File: config.mk
export PLATFORM = sky130hd
export DESIGN_NAME = fb_write_sequencer
export DESIGN_NICKNAME = d
export VERILOG_FILES = /design/src/rtl/fb_write_sequencer.sv
export SDC_FILE = /design/constraint.sdc
export NUM_CORES = 1
export LEC_CHECK = 0
export ABC_AREA = 1
export ABC_CLOCK_PERIOD_IN_PS = 1700
export BUFFER_PORTS_ARGS = -buffer_cell sky130_fd_sc_hd__buf_4
export CAP_MARGIN = 30
export CORE_MARGIN = 2
export CORE_UTILIZATION = 35
export DETAILED_ROUTE_END_ITERATION = 16
export SLEW_MARGIN = 10
export SYNTH_ARGS = -nofsm -noshare
export SYNTH_HDL_FRONTEND = slang
export SYNTH_SLANG_ARGS = --single-unit
File: constraint.sdc
create_clock -name i_clk -period 1.7 [get_ports i_clk]
set_input_delay 0.34 -clock i_clk [delete_from_list [all_inputs] [get_ports i_clk]]
set_output_delay 0.34 -clock i_clk [all_outputs]
set_load 0.02 [all_outputs]
File: src/rtl/fb_write_sequencer.sv
// Byte-stream sequencer that fills the back bank of a double-buffered framebuffer over port A.
// A completed back frame is promoted to the front bank only on the display's swap request.
module fb_write_sequencer #(
  parameter int unsigned ADDR_W      = 12,
  parameter int unsigned DATA_W      = 8,
  parameter int unsigned FRAME_BYTES = 2048
) (
  input  logic              i_clk,
  input  logic              i_reset,
  input  logic              i_frame_start,
  input  logic              i_in_valid,
  input  logic [DATA_W-1:0] i_in_data,
  output logic              o_in_ready,
  input  logic              i_swap_req,
  output logic [ADDR_W-1:0] o_ram_a_address,
  output logic [DATA_W-1:0] o_ram_a_data_in,
  output logic              o_ram_a_clk_enable,
  output logic              o_ram_a_wr,
  output logic              o_front_bank,
  output logic              o_frame_done,
  output logic              o_short_frame_err,
  output logic              o_dropped_frame_err
);

  localparam int unsigned     PtrW    = ADDR_W - 1;
  localparam logic [PtrW-1:0] LastPtr = PtrW'(FRAME_BYTES - 1);

  typedef enum logic [1:0] {StIdle, StWrite, StPending} state_e;

  state_e              r_state;
  logic [PtrW-1:0]     r_ptr;
  logic                r_front;
  logic                r_wr;
  logic [ADDR_W-1:0]   r_addr;
  logic [DATA_W-1:0]   r_data;
  logic                r_frame_done;
  logic                r_short_err;
  logic                r_dropped_err;
  logic                w_accept;

  assign w_accept = i_in_valid && (r_state == StWrite);

  always_ff @(posedge i_clk or posedge i_reset) begin
    if (i_reset) begin
      r_state       <= StIdle;
      r_ptr         <= '0;
      r_front       <= 1'b0;
      r_wr          <= 1'b0;
      r_addr        <= '0;
      r_data        <= '0;
      r_frame_done  <= 1'b0;
      r_short_err   <= 1'b0;
      r_dropped_err <= 1'b0;
    end else begin
      r_wr         <= 1'b0;
      r_frame_done <= 1'b0;
      if (i_frame_start) begin
        // Restart always wins; any byte handshaking in the same cycle is dropped.
        r_ptr   <= '0;
        r_state <= StWrite;
        if (r_state == StWrite && r_ptr != '0) r_short_err <= 1'b1;
        if (r_state == StPending) r_dropped_err <= 1'b1;
      end else begin
        unique case (r_state)
          StIdle: ;
          StWrite: begin
            if (w_accept) begin
              r_wr   <= 1'b1;
              r_addr <= {~r_front, r_ptr};
              r_data <= i_in_data;
              if (r_ptr == LastPtr) begin
                r_ptr   <= '0;
                r_state <= StPending;
              end else begin
                r_ptr <= r_ptr + 1'b1;
              end
            end
          end
          StPending: begin
            if (i_swap_req) begin
              r_front      <= ~r_front;
              r_frame_done <= 1'b1;
              r_state      <= StIdle;
            end
          end
          default: r_state <= StIdle;
        endcase
      end
    end
  end

  assign o_in_ready          = (r_state == StWrite);
  assign o_ram_a_address     = r_addr;
  assign o_ram_a_data_in     = r_data;
  assign o_ram_a_clk_enable  = r_wr;
  assign o_ram_a_wr          = r_wr;
  assign o_front_bank        = r_front;
  assign o_frame_done        = r_frame_done;
  assign o_short_frame_err   = r_short_err;
  assign o_dropped_frame_err = r_dropped_err;

endmodule

* Yosys cells after proc, flatten, opt, wreduce, memory -nomap -nowiden
Index checks and enable logic that the tools add are counted.
Storage, ports and cells: register bits 38, input bits 13, output and inout port bits 27, logic and storage cells 46
Operators by class: $add $sub $neg 1, equality and inequality tests 7, mux-type cells 15, bitwise logic cells 2, reduce and logical (&&, ||, !) cells 12
Operators with widths (count):
- 11-bit two-way mux | 4
- 11-bit by 1-bit adder with 11-bit output, second input constant | 1
- 11-bit equality test, second input constant | 1
- 11-bit nonzero test | 1
- 2-bit two-way mux | 4
- 1-bit two-way mux | 6
- 3-bit by 2-bit inequality test with 1-bit output, second input constant | 2
- 2-bit one-hot mux with 3 select lines | 1
- 2-bit AND reduction | 3
- 3-bit AND reduction | 2
- 4-bit AND reduction | 1
- 2-bit nonzero test | 2
- 3-bit inequality test, second input constant | 1
- 2-bit by 1-bit equality test with 1-bit output, second input constant | 1
- 2-bit equality test, second input constant | 1
- 1-bit logical AND | 2
- 2-bit zero test | 1
- 2-bit inequality test, second input constant | 1
- 1-bit inverter | 2

* Longest topological paths before layout
Gate-level depths: netlist (run 1).
depth in word-level cells 5, depth in mapped cells 8, mapped depth without buffers 8

* Worst setup path before layout (run 1)
Ideal clock, no wire load.
kind register to register, from reg r_ptr[0], to reg r_ptr[10], setup time 0.120 ns, arrival 1.115 ns, required time 1.580 ns, setup slack 0.465 ns, stages on the path, launching flop included 9, buffers on the path 0, clock period less this slack 1.235 ns, path through dfrtp_1 > ha_1 > nand2_1 > nor2_4 > nand3_4 > nand2_4 > inv_4 > nand2_2 > o21ai_2
On the way: longest elaborated chain between the ends 5, elaborated cells between the ends (all ways) 6, classes of those cells add/sub (1); eq/ne (1); mux (4)
Ends and longest elaborated chain:
- from (decl) | RTL line 31 | logic [PtrW-1:0] r_ptr;
- from (signal assigned) | RTL line 75 | r_ptr <= r_ptr + 1'b1;
- 11-bit by 1-bit adder with 11-bit output or 11-bit equality test (tied branches) | RTL line 75, 71
- 11-bit two-way mux (*) | RTL line 71 | if (r_ptr == LastPtr) begin
- 11-bit two-way mux (*) | RTL line 67 | if (w_accept) begin
- 11-bit two-way mux (*) | RTL line 64 | unique case (r_state)
- 11-bit two-way mux (*) | RTL line 57 | if (i_frame_start) begin
Every way passes the cells marked *; elsewhere a longest branch is shown, timed or not. The select of a mux whose other input is x is not followed. A chain may end at the register's enable or synchronous reset.

* Final worst setup path (run 1)
from reg r_state[1], to out o_in_ready
On the way: longest elaborated chain between the ends 1
Ends and longest elaborated chain:
- from (decl) | RTL line 30 | state_e r_state;
- from (signal assigned) | RTL line 45 | r_state <= StIdle;
- from (signal assigned) | RTL line 60 | r_state <= StWrite;
- from (signal assigned) | RTL line 73 | r_state <= StPending;
- 2-bit by 1-bit equality test with 1-bit output | RTL line 92 | assign o_in_ready = (r_state == StWrite);
- to (decl) | RTL line 13 | output logic o_in_ready,
No other way between the ends.

==> results.txt, run 1 <==
- Post-detailed-route DRC marker count: 0
- Pin count of the biggest net entering global routing: 39
* Max IR drop VDD: 331 uV
- Number of antenna-violating nets in the routed design: 0
- Summed over all cells, the static leakage comes to 0.00113 uW.
* Cell count after placement: 304
* Post-Place Worst Slack: 0.368 ns
- The first global-routing pass estimated 6240 um of wire.
- Post-synthesis sequential element count: 38
- Timing would allow up to 719 MHz.
- Number of design-rule violations left by the first detailed-router iteration: 126
- After detailed routing, the average wire length per cell comes to 12.0 um.
- Synthesis instantiated 29 different standard cells from the library.
- Worst clock skew: 0.00630 ns
- Synthesized area: 1790 um^2
* Minimum period implied by the final worst setup slack: 1.39 ns
- Sort of element at the start of the critical path: register
* Worst-skew pair later-pin latency: 0.30 ns
- The floorplan has 26 rows.
* Worst EP required: 1.36 ns
* Fraction of registers with async set/reset: 100%
- For this run, the total global-route usage over all layers was measured as 14.8%.
- The via count of the first global-routing pass was 1322.
- Leaving out fill and tap cells, the most frequent cell in the layout is sky130_fd_sc_hd__nand2_1.
- At the end of routability-driven placement, the weighted congestion stood at 0.796.
- The number of hold violations in the final report came to 0.
- Worst-case headroom to the max-slew limit: 67.7%
* # IOs: 40
- Once layout is complete, the cells apart from fillers number 312.
* Number of setup buffers added after CTS: 0
- Post-route worst hold slack: 0.161 ns
- Setup repair after global routing left no endpoint under its margin.
- Maximum fanout count along the critical path: 3
- The routed layout has 1414 vias.
- For this run the aggregate overflow at the end of global routing stands at 0.
* Crit path kind: reg -> out
* Area fraction of the dominant cell type after synthesis: 53.2%
- In this run the vertical extent of the chip is 75.5 um.
- Critical Path End Type: primary output
- Die W: 75.5 um
- TritonCTS built the clock tree.
* Average vias per placed instance: 4.53
- Number of antenna diodes: 0
- The run finished with clean final reports.
- Power density over cell area: 844 nW/um^2
- Synthesized netlist net count: 213
- Final net count: 256
- Port buffering added 39 buffers.
* Layout cell share with drive strength beyond 1: 29.8%
- In the synthesized netlist the dominant register cell turns out to be sky130_fd_sc_hd__dfrtp_1.
- The floorplan step defined a die boundary enclosing 5700 um^2.
- The path class of the tightest hold or removal check is in -> async.
* Proportion of synthesized chip area in sequential cells: 53.2%
- The largest total area in the synthesized netlist belongs to sky130_fd_sc_hd__dfrtp_1.
* Maximum level of the CTS H-tree: 2
- Post-CTS repair changed the size of 0 cells.
- Arrival time worst endpoint: 1.05 ns
* Commonest non-fill, non-tap cells in the layout: sky130_fd_sc_hd__nand2_1 (60), sky130_fd_sc_hd__buf_4 (41), sky130_fd_sc_hd__dfrtp_1 (38)
* Clk sink count: 38
* Clock-pin slew on the worst setup and hold paths: 0.08 ns
- Final routed wirelength across all metal layers: 3750 um
- Final-report max-slew violation count: 0
- The first detailed-routing pass ran for 4 iterations.
- Post-synthesis area per instance: 9.03 um^2
- Number of CTS-inserted buffers: 5
- Antenna violations before repair: 0
- Yosys mapped a number of flops with a built-in enable equal to 0.
* Area of the core: 5010 um^2
- The number of hold buffers added after CTS was 0.
* Final setup fails: 0
* Worst-Margin Slew: 0.484 ns
- Maximum capacitance violations: 0
* Summed negative setup slack over all endpoints: 0 ns
* Setup ws final: 0.309 ns
- Share of the cycle needed by the critical path after routing: 81.8%
- The area growth from synthesis to layout is 25.3%.
- For this run, the number of Yosys warnings is 0.
- The cell sitting at the root of the clock tree is a sky130_fd_sc_hd__clkbuf_8.
* Synth Instances: 198
- Detailed placement ended at an HPWL of 2660 um.
- In this run the deepest clock path goes through 2 buffers.
- Starting density of the core: 35.7%
* Main area contributors after synthesis: sky130_fd_sc_hd__dfrtp_1 (53%), sky130_fd_sc_hd__nand2_1 (13%), sky130_fd_sc_hd__inv_1 (3.8%)
-- synthesized netlist by cell type (2+ instances only) --
cell	count
sky130_fd_sc_hd__nand3_1	10
sky130_fd_sc_hd__o21ai_0	7
sky130_fd_sc_hd__nor2_2	4
sky130_fd_sc_hd__buf_4	3
sky130_fd_sc_hd__nor2_4	3
sky130_fd_sc_hd__o21ai_2	2
sky130_fd_sc_hd__o21ai_1	13
sky130_fd_sc_hd__inv_2	3
sky130_fd_sc_hd__nor2_1	8
sky130_fd_sc_hd__nand2_2	4
sky130_fd_sc_hd__xor2_1	2
sky130_fd_sc_hd__inv_1	18
sky130_fd_sc_hd__dfrtp_1	38
sky130_fd_sc_hd__nand2_1	60
sky130_fd_sc_hd__xnor2_1	2
sky130_fd_sc_hd__nand2_4	3
sky130_fd_sc_hd__o22ai_1	3
sky130_fd_sc_hd__nand4_1	3
sky130_fd_sc_hd__ha_1	2
-- critical path: stages, from the launching register on --
cell,delay [ns]
sky130_fd_sc_hd__dfrtp_1,0.43
sky130_fd_sc_hd__nor2_4,0.17
sky130_fd_sc_hd__buf_4,0.16
-- where the power goes --
| group | switching [uW] | total, uW | internal (uW) |
|---|---|---|---|
| logic | 153 | 255 | 102 |
| clock network | 339 | 665 | 326 |
| registers | 25.4 | 970 | 944 |
| total | 517 | 1890 | 1370 |
-- logic make-up after synthesis --
group           synth area share, %
simple gates                   28.1
compound gates                 8.47
xor+xnor                       1.96
buf+inv                        6.93
fa+ha+maj                      1.40
flops                          53.2
-- flip-flops by register name, indices dropped and copies added, names as in the netlist --
| register | count |
|---|---|
| o_short_frame_err | 1 |
| r_ptr | 11 |
| o_ram_a_data_in | 8 |
| o_ram_a_address | 12 |
| o_ram_a_clk_enable | 1 |
| o_frame_done | 1 |
| o_front_bank | 1 |
| r_state | 2 |
| o_dropped_frame_err | 1 |
-- through the flow --
stage	area [um^2]	total power [uW]	utilization [%]
2_1_floorplan	1790	1140	-
3_3_place_gp	2140	1240	42.8
3_5_place_dp	2140	1250	42.8
4_1_cts	2240	1920	44.7
5_1_grt	2240	1980	44.7
6_report	2240	1890	44.7
-- per-layer routing --
metal	GRT usage (%)	up-vias	part of all wire, %
met3	4.10	5	5.0
met4	6.43	0	2.0
met5	0	-	0
li1	-	712	-
met1	20.1	658	48
met2	22.0	39	45
-- final timing paths --
kind                            slack (ns)                start             endpoint  cells after the start
worst max-delay path                  0.31           r_state[1]           o_in_ready                      2
worst min register to register        0.46  o_dropped_frame_err  o_dropped_frame_err                      1
worst min-delay path                  0.16              i_reset             r_ptr[5]                      3
min in group i_clk                    0.24         i_in_data[1]   o_ram_a_data_in[1]                      3
worst max register to register        0.35             r_ptr[0]            r_ptr[10]                      8
max in group asynchronous             1.20              i_reset            r_ptr[10]                      3
-- area by class of cell --
cell class	count	area (um^2)
tap	70	87.6
timing repair buffer	41	308
clock buffer	6	82.6
inverter	22	85.1
clock inverter	2	12.5
fill	512	2770
multi-input combinational	133	713
sequential	38	951
Power figures use the tool's default switching activity.
==> run 2, diff against run 1 <==
--- a/config.mk
+++ b/config.mk
@@ -6,7 +6,7 @@
 export NUM_CORES = 1
 export LEC_CHECK = 0
 export ABC_AREA = 1
-export ABC_CLOCK_PERIOD_IN_PS = 1700
+export ABC_CLOCK_PERIOD_IN_PS = 1240
 export BUFFER_PORTS_ARGS = -buffer_cell sky130_fd_sc_hd__buf_4
 export CAP_MARGIN = 30
 export CORE_MARGIN = 2
==> constraint.sdc (replaced) <==
create_clock -name i_clk -period 1.24 [get_ports i_clk]
set_input_delay 0.248 -clock i_clk [delete_from_list [all_inputs] [get_ports i_clk]]
set_output_delay 0.248 -clock i_clk [all_outputs]
set_load 0.02 [all_outputs]
==> run 2 against run 1 <==
The run now ends with negative hold slack, negative setup slack left. Die area unchanged. Clock power increased by 91%. Worst setup slack got worse by 0.41 ns. Sequential power increased by 37%. Power increased by 61%. Register-to-register slack got worse by 0.45 ns. Hold slack got worse by 0.16 ns. First-iteration DRC count decreased by 37%. Sequential share of layout area decreased by 5.9 points.
==> results.txt, run 2 (synthesis gave the netlist of run 1 again) <==
- The count of nets left with antenna violations once routing finished came out at 0.
* Most common cell after layout, fill and taps aside: sky130_fd_sc_hd__buf_4
- The initial utilization of the core area, before any placement, comes to 35.7%.
- Area of the core: 5010 um^2
* Post-route worst hold slack: -0.000916 ns
- The first global-routing pass estimated 6270 um of wire.
* Final net count: 275
- Relative area change from synthesis to final layout: 46.0%
- The detailed router finished its first iteration with 80 violations.
- Final core occ: 52.1%
* Worst-Margin Slew: 0.254 ns
- The number of antenna violations at the first check in global routing came to 0.
- Overall Global Routing Usage: 14.8%
- Upper clock frequency limit: 744 MHz
- Die footprint: 5700 um^2
- Worst clock skew: 0.00499 ns
* Via count: 1517
- Setup repair after global routing missed its margin: yes
- The clock reaches the later pin of the worst-skew pair after 0.29 ns.
- Crit path kind: reg -> reg
- Number of global-route vias before repair: 1349
- After clock tree synthesis, the clock-pin slew on the worst setup and hold paths is 0.08 ns.
* Type of the most critical hold path: in -> async
* Standard cell area after detailed placement: 2270 um^2
- Clk sink count: 38
* Last weighted congestion value of the routability-driven placer: 0.916
- After detailed routing, the total wire length is 4320 um.
- Setup violations remaining at the end of the flow were counted as 34.
- Final-report max-slew violation count: 0
* Layout cell share with drive strength beyond 1: 44.1%
- Number of CTS-inserted buffers: 5
* Number of antenna diodes: 0
- PnR Total Power: 3040 uW
- Final Cell Area: 2610 um^2
- The tool flagged a number of max-cap violations equal to 0.
* Count of buffers inserted at the top-level ports: 39
- In the final routed layout, each cell accounts on average for 13.0 um.
- Maximum level of the CTS H-tree: 2
- STA classifies the critical path endpoint as a register.
- IR analysis of the VDD net gives a maximum drop of 702 uV.
* Cell count after placement: 317
- Along the worst path, the maximum fanout reaches 6.
- Share of the cycle needed by the critical path after routing: 108%
- The floorplan has 26 rows.
- Number of buffers on the longest clock path: 2
* Setup ws final: -0.104 ns
- DP Wirelength: 2820 um
* Average vias per placed instance: 4.58
- Fillers: 485
* Worst-case headroom to the max-slew limit: 83.0%
- Post-detailed-route DRC marker count: 0
- # IOs: 40
* Vertical die dimension: 75.5 um
- Violated checks: negative hold slack, negative setup slack
- In this run the static leakage power is 0.00128 uW.
- Pin count of the biggest net entering global routing: 39
- Counting I/O delays and the setup requirement, the final critical path takes 1.34 ns.
- Power density over cell area: 1160 nW/um^2
- The count of cells in the finished layout, fillers not included, comes to 331.
* Arrival time worst endpoint: 1.53 ns
- CTS Root Cell: sky130_fd_sc_hd__clkbuf_8
- Data on the critical path is required at its endpoint by 1.43 ns.
- The die is 75.5 um wide.
* Post-Place Worst Slack: -0.115 ns
- Run status: finished with violations
- Number of iterations in the first detailed-routing pass: 4
- STA classifies the critical path startpoint as a register.
- In the layout the commonest cells are sky130_fd_sc_hd__buf_4 (51), sky130_fd_sc_hd__nand2_1 (50), sky130_fd_sc_hd__dfrtp_1 (36).
* Total global routing overflow: 0
* CTS tree: built
- The register with the most flip-flops in the layout has 12 of them.
- The number of hold violations in the final report came to 1.
run 2: worst paths after layout:
kind	depth (start not counted)	end	slack, ns	startpoint
hold / removal	3	o_ram_a_address[11]	-0.0009	i_reset
min in group i_clk	3	o_ram_a_data_in[6]	0.14	i_in_data[6]
setup / recovery	8	r_ptr[10]	-0.10	r_ptr[1]
setup reg to reg	8	r_ptr[10]	-0.10	r_ptr[1]
max in group asynchronous	3	r_ptr[2]	1.03	i_reset
hold reg to reg	1	o_dropped_frame_err	0.48	o_dropped_frame_err
run 2: through the flow:
step	TNS (ns)	hold slack [ns]
2_1_floorplan	0	0.358
3_3_place_gp	-0.237	0.325
3_5_place_dp	-0.442	0.329
4_1_cts	-0.915	0.00747
5_1_grt	-3.43	0.0325
6_report	-1.23	-0.000916
run 2: power by group:
part           internal (uW)  switching, uW
sequential              1290           36.9
combinational            198            245
clock                    806            461
run 2: critical path: stages (launching register included):
cell and delay, ns:
sky130_fd_sc_hd__dfrtp_1 0.42, sky130_fd_sc_hd__ha_2 0.21, sky130_fd_sc_hd__nand2_2 0.07, sky130_fd_sc_hd__nor2_4 0.13, sky130_fd_sc_hd__nand3_4 0.14, sky130_fd_sc_hd__nand2_8 0.13
sky130_fd_sc_hd__inv_6 0.04, sky130_fd_sc_hd__nand2_2 0.05, sky130_fd_sc_hd__o21ai_2 0.04
run 2: repair_timing:
item                                    4_1_cts  5_1_grt
gates cloned                                  0        2
pin swaps                                     3        5
resized for setup                            20       18
endpoints found under the setup margin       15       35
endpoints found under the hold margin         0        0
hold buffers                                  0        0
buffers inserted                              2        2
run 2: metal layers:
layer  track usage [%]  share of wire [%]  up-vias
li1                  -                  -      752
met1              19.9                 46      729
met2              22.8                 49       30
met3              3.84                3.3        6
met4              6.04                1.6        0
met5                 0                  0        -
run 2: cell type report:
class                           instances  area [um^2]  share of cell area, %
Clock inverter                          3         68.8                   2.64
Sequential cell                        38          953                   36.5
Inverter                               22         87.6                   3.35
Clock buffer                            5         68.8                   2.64
Multi-Input combinational cell        133          816                   31.2
Tap cell                               70         87.6                   3.35
Timing Repair Buffer                   60          529                   20.3
==> run 3, diff against run 2 <==
--- a/config.mk
+++ b/config.mk
@@ -5,13 +5,13 @@
 export SDC_FILE = /design/constraint.sdc
 export NUM_CORES = 1
 export LEC_CHECK = 0
-export ABC_AREA = 1
 export ABC_CLOCK_PERIOD_IN_PS = 1240
 export BUFFER_PORTS_ARGS = -buffer_cell sky130_fd_sc_hd__buf_4
 export CAP_MARGIN = 30
 export CORE_MARGIN = 2
-export CORE_UTILIZATION = 35
+export CORE_UTILIZATION = 47
 export DETAILED_ROUTE_END_ITERATION = 16
+export PLACE_DENSITY = 0.74
 export SLEW_MARGIN = 10
 export SYNTH_ARGS = -nofsm -noshare
 export SYNTH_HDL_FRONTEND = slang
==> run 3 against run 2 <==
The flow finishes with violations (negative setup slack). Sequential power about the same. Hold slack gained 0.092 ns. First-iteration DRC count increased by 10%. Clock skew up 0.0038 ns. Maximum frequency shrank 13%. Sequential share of layout area shrank 1.5 points. Via count rose by 5.5%. Die area decreased by 28%. Critical path depth down 3. Non-clock buffer count is 27 higher. Worst setup slack worse by 0.21 ns. Largest cell class unchanged. Highest routed layer unchanged.
==> results.txt, run 3 <==
- Run status: finished with violations
- Violated checks: negative setup slack
- Measured along the y axis, the die boundary spans 64.2 um.
- Minimum period implied by the final worst setup slack: 1.55 ns
* CTS Root Cell: sky130_fd_sc_hd__clkbuf_4
- Final net count: 274
- Number of global-route vias before repair: 1559
* Post-detailed-route DRC marker count: 0
- The critical path is of the reg -> reg type.
- In this run the most critical hold path is launched from i_in_data[4].
* Number of design-rule violations left by the first detailed-router iteration: 88
- Yosys synthesis warning count: 0
- Setup slack on the critical path of the routed design comes to -0.310 ns.
- TritonCTS built the clock tree.
- Once placement finished, the instance area stood at 2290 um^2.
- The number of antenna violations at the first check in global routing was 0.
- Sequential elements use 55.9% of the synthesized area.
* Most used flip-flop cell after synthesis: sky130_fd_sc_hd__dfrtp_1
- Power comes to 2520 uW.
* Type of the most critical hold path: in -> reg
* Max FFs per register: 12
- After synthesis, the cell types taking the most area are sky130_fd_sc_hd__dfrtp_1 (56%), sky130_fd_sc_hd__nand2_1 (12%), sky130_fd_sc_hd__o21ai_0 (2.1%).
- After synthesis, the netlist uses 40 different library cells.
- In this run, synthesis inferred 0 flip-flops with an integrated enable.
- Setup repair after global routing missed its margin: yes
- Worst R2R Path Depth: 5
- The die covers 4120 um^2.
* Upper clock frequency limit: 645 MHz
- 40 I/O pins were placed.
- Synth Instances: 175
* Worst-case headroom to the max-slew limit: 77.3%
- The clock reaches the later pin of the worst-skew pair after 0.34 ns.
* Leakage: 0.00138 uW
- Most common cell after layout, fill and taps aside: sky130_fd_sc_hd__buf_4
- Using the TritonRoute via totals, the vias-per-cell ratio works out to 5.23.
* Final setup fails: 33
- Die W: 64.2 um
- Most common cell in the netlist: sky130_fd_sc_hd__nand2_1
* Maximum fanout count along the critical path: 6
- List of most frequent post-synthesis cells: sky130_fd_sc_hd__nand2_1 (55), sky130_fd_sc_hd__dfrtp_1 (38), sky130_fd_sc_hd__inv_1 (9)
- The worst hold path was traced through 3 stages.
- Per-cell routed wire length: 15.5 um
* Synthesized area: 1700 um^2
- Number of antenna-violating nets in the routed design: 0
- Summed negative setup slack over all endpoints: -3.08 ns
- Clock-pin slew on the worst setup and hold paths: 0.11 ns
- In this run the register-to-register setup slack is -0.31 ns.
- At the pin with the least slew margin, the transition time is 0.338 ns.
* Starting density of the core: 49.8%
* Area fraction of the dominant cell type after synthesis: 55.9%
- The first global-routing pass estimated 7140 um of wire.
- In this run the core area contains 21 standard-cell rows.
* Commonest non-fill, non-tap cells in the layout: sky130_fd_sc_hd__buf_4 (70), sky130_fd_sc_hd__nand2_1 (35), sky130_fd_sc_hd__dfrtp_1 (35)
- Number of iterations in the first detailed-routing pass: 4
- Buffers inserted during clock tree synthesis total 5.
- The number of max-slew violations in the final report is 0.
- Maximum level of the CTS H-tree: 2
- Layout cell share with drive strength beyond 1: 53.8%
* Post-synthesis sequential element count: 38
* Final routed wirelength across all metal layers: 4740 um
- Pin count of the biggest net entering global routing: 39
* Last weighted congestion value of the routability-driven placer: 0.929
* Final Cell Area: 2730 um^2
- DP Wirelength: 2910 um
* Clk sink count: 38
- STA classifies the critical path startpoint as a register.
- Post-synthesis area per instance: 9.72 um^2
* Power density over cell area: 922 nW/um^2
- 0 antenna diodes ended up in the layout.
* Area of the core: 3420 um^2
* Via count: 1600
- In this run the critical register-to-register path is launched from r_ptr[5].
- Synthesized netlist net count: 190
- Worst EP required: 1.47 ns
* Maximum capacitance violations: 0
- For the worst setup path, the data arrival time is 1.78 ns.
* Endpoint of the most critical register-to-register path: r_ptr[8]
- Count of buffers inserted at the top-level ports: 39
- After global routing the overflow that remains totals 0.
* Fraction of registers with async set/reset: 100%
- Number of buffers on the longest clock path: 2
- STA classifies the critical path endpoint as a register.
* Number of hold-slack violations in the final timing report: 0
- The worst-case IR drop observed on VDD is 679 uV.
- Between clock sinks in the finished design, the worst skew comes to 0.00874 ns.
- Relative area change from synthesis to final layout: 60.5%
- After filler insertion, the fill cell instance count of the layout stands at 211.
- Share of the cycle needed by the critical path after routing: 125%
- Overall Global Routing Usage: 22.9%
- Endpoint, Worst Hold: o_ram_a_data_in[4]
- Cell taking the most area after synthesis: sky130_fd_sc_hd__dfrtp_1
==> run 3: per-stage QoR <==
stage / hold slack, ns / instances / utilization, % / setup slack (ns)
2_1_floorplan: 0.353 / 175 / - / -0.172
3_3_place_gp: 0.320 / 284 / 67.2 / -0.156
3_5_place_dp: 0.329 / 284 / 67.2 / -0.230
4_1_cts: 0.0754 / 302 / 74.2 / -0.231
5_1_grt: 0.0755 / 306 / 79.9 / -0.395
6_report: 0.0910 / 306 / 79.9 / -0.310
==> run 3: timing repair <==
item,4_1_cts,5_1_grt
pin swaps,9,21
setup buffers,9,4
gates cloned,1,1
hold buffers,1,0
endpoints found under the hold margin,38,0
setup endpoints to repair,32,33
resized for setup,19,45
==> run 3: power breakdown <==
part / internal [uW] / switching [uW] / leakage (uW)
registers: 1300 / 49.1 / 0.000497
logic: 238 / 256 / 0.000851
clock network: 275 / 396 / 0.0000353
total: 1820 / 701 / 0.00138
==> run 3: area by class of cell <==
| cell class | instances | area (um^2) | area share (%) |
|---|---|---|---|
| clock inverters | 1 | 5.00 | 0.183 |
| inverters | 9 | 41.3 | 1.51 |
| well taps | 46 | 57.6 | 2.11 |
| repair buffers | 87 | 776 | 28.4 |
| flip-flops and latches | 38 | 955 | 35.0 |
| clock buffers | 7 | 55.1 | 2.02 |
| multi-input cells | 118 | 840 | 30.8 |
==> run 3: worst max-delay path by stage <==
stage                     cells after the start  slack [ns]        from    endpoint
after floorplan                               5       -0.17    r_ptr[1]    r_ptr[3]
after global placement                        4       -0.16    r_ptr[1]    r_ptr[4]
after detailed placement                      5       -0.23    r_ptr[1]    r_ptr[3]
after CTS                                     4       -0.23  r_state[1]  o_in_ready
after global routing                          5       -0.40    r_ptr[6]    r_ptr[8]
final                                         5       -0.31    r_ptr[5]    r_ptr[8]
==> run 3: per-layer routing <==
layer / up-vias / track usage (%) / share of wire, %
li1: 754 / - / -
met1: 773 / 28.1 / 42
met2: 67 / 37.9 / 51
met3: 6 / 5.63 / 5.7
met4: 0 / 10.6 / 1.1
met5: - / 0 / 0
==> run 3: kinds of logic after synthesis <==
family / count (synthesis) / synth area share, %
simple gates: 90 / 25.2
compound gates: 20 / 8.46
buf+inv: 19 / 5.59
flops: 38 / 55.9
fa+ha+maj: 2 / 1.47
xor+xnor: 4 / 2.06
mux: 2 / 1.25
==> run 3: critical path, stage by stage (launching register included) <==
cell and delay [ns]:
sky130_fd_sc_hd__dfrtp_1 0.44, sky130_fd_sc_hd__buf_6 0.15, sky130_fd_sc_hd__nand4_1 0.20, sky130_fd_sc_hd__nor3_1 0.37
sky130_fd_sc_hd__xnor2_1 0.20, sky130_fd_sc_hd__nor2_1 0.08
